**src/rtl/spi_cmd_ram.sv**
```systemverilog
// spi_cmd_ram: command-driven single-port RAM behind the SPI slave, with acknowledged read return.
// Optional macro SPI_RAM_AUTO_INC_EN enables post-access address auto-increment.
module spi_cmd_ram #(
    parameter int DATA_W    = 8,
    parameter int ADDR_W    = 8,
    parameter int MEM_DEPTH = 256
) (
    input  logic              clk,
    input  logic              rst,
    input  logic [DATA_W+1:0] din,
    input  logic              rx_valid,
    output logic              rx_ready,
    output logic [DATA_W-1:0] dout,
    output logic              tx_valid,
    input  logic              tx_ack,
    output logic              addr_err
);
    typedef enum logic [1:0] {IDLE, READ, HOLD} state_t;

    localparam logic [ADDR_W:0] DEPTH = MEM_DEPTH[ADDR_W:0];

    state_t            state, state_nx;
    logic [DATA_W-1:0] mem [MEM_DEPTH];
    logic [ADDR_W-1:0] addr_wr, addr_rd;
    logic [1:0]        op;
    logic              accept, wr_ok, rd_ok;

    assign op       = din[DATA_W+1:DATA_W];
    assign accept   = rx_valid && rx_ready;
    assign wr_ok    = {1'b0, addr_wr} < DEPTH;
    assign rd_ok    = {1'b0, addr_rd} < DEPTH;
    assign rx_ready = state == IDLE;
    assign tx_valid = state == HOLD;

`ifdef SPI_RAM_AUTO_INC_EN
    localparam logic [ADDR_W:0] LAST = DEPTH - 1'b1;
    // Out-of-range addresses also wrap to 0, so the address recovers into range.
    function automatic logic [ADDR_W-1:0] inc(input logic [ADDR_W-1:0] a);
        return ({1'b0, a} >= LAST) ? '0 : a + 1'b1;
    endfunction
`endif

    always_comb begin
        state_nx = state == IDLE ? ((accept && op == 2'b11) ? READ : IDLE) :
                   state == READ ? HOLD : (tx_ack ? IDLE : HOLD);
    end

    always_ff @(posedge clk or posedge rst) begin
        if (rst) begin
            state    <= IDLE;
            addr_wr  <= '0;
            addr_rd  <= '0;
            dout     <= '0;
            addr_err <= 1'b0;
        end else begin
            state    <= state_nx;
            addr_err <= accept && ((op == 2'b01 && !wr_ok) || (op == 2'b11 && !rd_ok));
            if (accept && op == 2'b00) addr_wr <= din[ADDR_W-1:0];
            if (accept && op == 2'b10) addr_rd <= din[ADDR_W-1:0];
`ifdef SPI_RAM_AUTO_INC_EN
            if (accept && op == 2'b01) addr_wr <= inc(addr_wr);
`endif
            if (state == READ) begin
                dout <= rd_ok ? mem[addr_rd] : '0;
`ifdef SPI_RAM_AUTO_INC_EN
                addr_rd <= inc(addr_rd);
`endif
            end
        end
    end

    always_ff @(posedge clk) begin
        if (accept && op == 2'b01 && wr_ok) mem[addr_wr] <= din[DATA_W-1:0];
    end
endmodule

```
**config.mk**
```make
export PLATFORM = sky130hd
export DESIGN_NAME = spi_cmd_ram
export DESIGN_NICKNAME = d
export VERILOG_FILES = /design/src/rtl/spi_cmd_ram.sv
export SDC_FILE = /design/constraint.sdc
export NUM_CORES = 2
export LEC_CHECK = 0
export ABC_CLOCK_PERIOD_IN_PS = 2700
export CAP_MARGIN = 5
export CORE_MARGIN = 8
export CORE_UTILIZATION = 55
export CTS_CLUSTER_SIZE = 40
export DETAILED_ROUTE_END_ITERATION = 6
export PLACE_DENSITY = 0.71
export SLEW_MARGIN = 20
export SYNTH_ARGS = -nofsm -noshare
export SYNTH_HDL_FRONTEND = slang
export SYNTH_SLANG_ARGS = --single-unit
```
**constraint.sdc**
```tcl
create_clock -name clk -period 2.7 [get_ports clk]
set_input_delay 0.54 -clock clk [delete_from_list [all_inputs] [get_ports clk]]
set_output_delay 0.54 -clock clk [all_outputs]
set_load 0.1 [all_outputs]
```
==> run metrics <==
count of port buffers added during placement=23; Highest Clock Rate=344 MHz; cell count after synthesis=4017; multi-input logic area=18100 um^2; filler cell count=9261; minimum clock period=2.91 ns; Vert. Die Dim=400 um; RD Place Congestion=0.894; standard-cell row count=141; number of antenna violations at the first check in global routing=7; half-perimeter wire length after detailed placement=135000 um; share of the synthesized area in the top cell type=0.759; initial core utilization=0.551; die width=400 um; fraction of final layout cells sized beyond drive strength 1=0.319; #FFs+latches synth=2074; number of synthesized flops with an enable pin=2048; Synthesis Warnings=0; vias after detailed routing=43800; total leakage power=32.3 nW; cell types with the largest area share after synthesis=sky130_fd_sc_hd__edfxtp_1 76%, sky130_fd_sc_hd__mux4_2 8.7%, sky130_fd_sc_hd__mux2i_1 4.9%; Post-layout nets=4787; Bufs on Longest Clock Path=3; type of the setup path with the least slack=reg -> reg; Antenna Violating Nets Remaining=0; largest driver fanout on the critical path=8; count of final hold-check violations=0; worst-case clock skew=0.0366 ns; worst voltage drop across the vdd grid=1.02 mV; proportion of synthesized chip area in sequential cells=0.767; final setup violating endpoints=8; netlist area before placement=81000 um^2; Mean Syn Cell Area=20.2 um^2; via count of the first global-routing pass=43600; number of buffers created by CTS=195; dominant delay contributor by cell family on the critical path=compound AO/OA/AOI/OAI gates; worst hold-check slack=0.233 ns; Startpoint Class=flip-flop; worst hold path type=in -> reg; transition at the pin with the smallest max-transition slack=1.00 ns; Worst-Skew Late Latency=0.83 ns; vias per cell=6.38; core area=147000 um^2; count of pins over their slew limit=0; most frequent CP cell=sky130_fd_sc_hd__buf_12; violations in the final reports=negative setup slack; clk sinks=2074; setup ws final=-0.206 ns; number of nets produced by synthesis=4031; clock tree from TritonCTS=yes; total power density per cell area=969 nW/um^2; CP peak stage delay=0.60 ns; capturing element type of the critical path=flip-flop; cell with the largest stage delay on the worst path=sky130_fd_sc_hd__o211ai_1; CP arrival=3.60 ns; most frequently used cell type in the post-synthesis netlist=sky130_fd_sc_hd__edfxtp_1; WL/cell=30.6 um; total die area=160000 um^2; MaxCap Viol Count=0; main flop type after synthesis=sky130_fd_sc_hd__edfxtp_1; wire length of the first global-routing pass=301000 um; number of buffers and inverters on the critical path=5; worst path cell trace=buf_6 -> buf_12 -> buf_12 -> buf_4 -> buf_12 -> mux4_2 -> o211ai_1 -> a211oi_1 -> nand4_1 -> o211ai_1; cell type with the highest aggregate area in the netlist=sky130_fd_sc_hd__edfxtp_1; io pins=25; clock slew seen by the registers of the worst setup and hold paths=0.06 ns; most frequent cells after synthesis=2048 x sky130_fd_sc_hd__edfxtp_1, 397 x sky130_fd_sc_hd__mux2i_1, 313 x sky130_fd_sc_hd__mux4_2; CTS H-tree lvls=4; starting DRC count in detailed routing=6275; post-route insts no fill=6866; status=complete, but fails checks; synth unique cells=70; number of iterations in the first detailed-routing pass=5; unrepaired setup endpoints after global routing=true; GRT Overall Usage=0.261; register area=62200 um^2; GRT Residual Overflow=0; post-route fraction of the period consumed by the critical path=1.08; share of synthesized flip-flops with an asynchronous set or reset=0.0125; relative slew slack=0.332; Data required, critical path=3.40 ns; Synth-to-Final Area Change=19.3%; Residual DRC=0; number of placed cells counting well taps=6458; pin count of the biggest net entering global routing=96; wirelength, routed=210000 um; CTS Root Buffer Type=sky130_fd_sc_hd__clkbuf_16
[metrics by stage]
step	instance area [um^2]	utilization	worst slack (ns)	power, mW	setup TNS (ns)
after floorplan	81100	-	-0.0195	53.0	-2.25
after global placement	88700	0.604	-0.803	63.8	-58.98
after detailed placement	88700	0.604	-0.656	64.1	-91.59
after CTS	96100	0.654	-0.203	92.6	-1.20
after global routing	96700	0.658	-0.225	96.2	-1.49
final	96700	0.658	-0.206	93.7	-1.19
[cell usage in the layout, fill, tap and decap left out, types with 22 or more instances in the layout]
cell type                   count
sky130_fd_sc_hd__edfxtp_1    2048
sky130_fd_sc_hd__buf_4        658
sky130_fd_sc_hd__mux2i_1      393
sky130_fd_sc_hd__mux4_2       315
sky130_fd_sc_hd__nor2_1       265
sky130_fd_sc_hd__clkbuf_16    200
sky130_fd_sc_hd__o22ai_1       99
sky130_fd_sc_hd__buf_12        88
sky130_fd_sc_hd__nand2_1       74
sky130_fd_sc_hd__o221ai_1      57
sky130_fd_sc_hd__a21oi_1       47
sky130_fd_sc_hd__clkinv_1      45
sky130_fd_sc_hd__o21ai_0       44
sky130_fd_sc_hd__a221oi_1      44
sky130_fd_sc_hd__clkbuf_1      43
sky130_fd_sc_hd__mux2_2        41
sky130_fd_sc_hd__a211oi_1      37
sky130_fd_sc_hd__clkinv_2      31
sky130_fd_sc_hd__dfrtp_1       22
[registers in the layout (all words and copies together) (netlist names)]
signal,count
addr_rd,8
dout,8
mem,2048
addr_wr,8
state,2
[layout make-up]
cell class	instances	area share
multi-input combinational	1695	0.187
sequential	2074	0.643
clock buffer	249	0.0539
inverter	4	0.000207
timing repair buffer	803	0.0796
clock inverter	110	0.0109
tap	1930	0.0250
antenna	1	0.0000259
[metal layers]
metal / part of all wire / global-route usage
met1: 0.38 / 0.361
met2: 0.48 / 0.411
met3: 0.11 / 0.0601
met4: 0.036 / 0.0929
met5: 0.00013 / 0
[final timing paths]
path | start | endpoint | slack, ns | cells past startpoint
setup / recovery | addr_rd[0] | dout[5] | -0.21 | 10
hold / removal | din[0] | mem[218][0] | 0.23 | 1
setup reg to reg | addr_rd[0] | dout[5] | -0.21 | 10
hold reg to reg | addr_rd[7] | addr_rd[7] | 0.58 | 1
max in group asynchronous | rst | addr_rd[0] | 1.72 | 2
min in group asynchronous | rst | state[0] | 0.24 | 2
[cells by family (layout without fill, tap and decap cells)]
logic type      count (synthesis)  in the layout  synth area share
compound gates                487            487            0.0431
buf+inv                       248           1166            0.0211
flops                        2074           2074             0.767
mux                           766            766             0.146
other cells                     1              2         0.0000463
simple gates                  441            441            0.0229
[where the power goes]
part           internal, mW  leakage, nW  switching (mW)  total [mW]
Combinational          13.8         10.5            17.0        30.7
Sequential             35.6         18.7           0.447        36.1
Clock                  15.1         3.06            11.8        26.9
Total                  64.5         32.3            29.2        93.7
[timing repair]
action,4_1_cts,5_1_grt
gates cloned,7,3
resized for setup,139,87
pin swaps,24,34
endpoints found under the setup margin,8,322
hold buffers,1,0
setup buffers,21,20
endpoints found under the hold margin,2,0
Note: power is estimated with default switching activity, not from simulation.
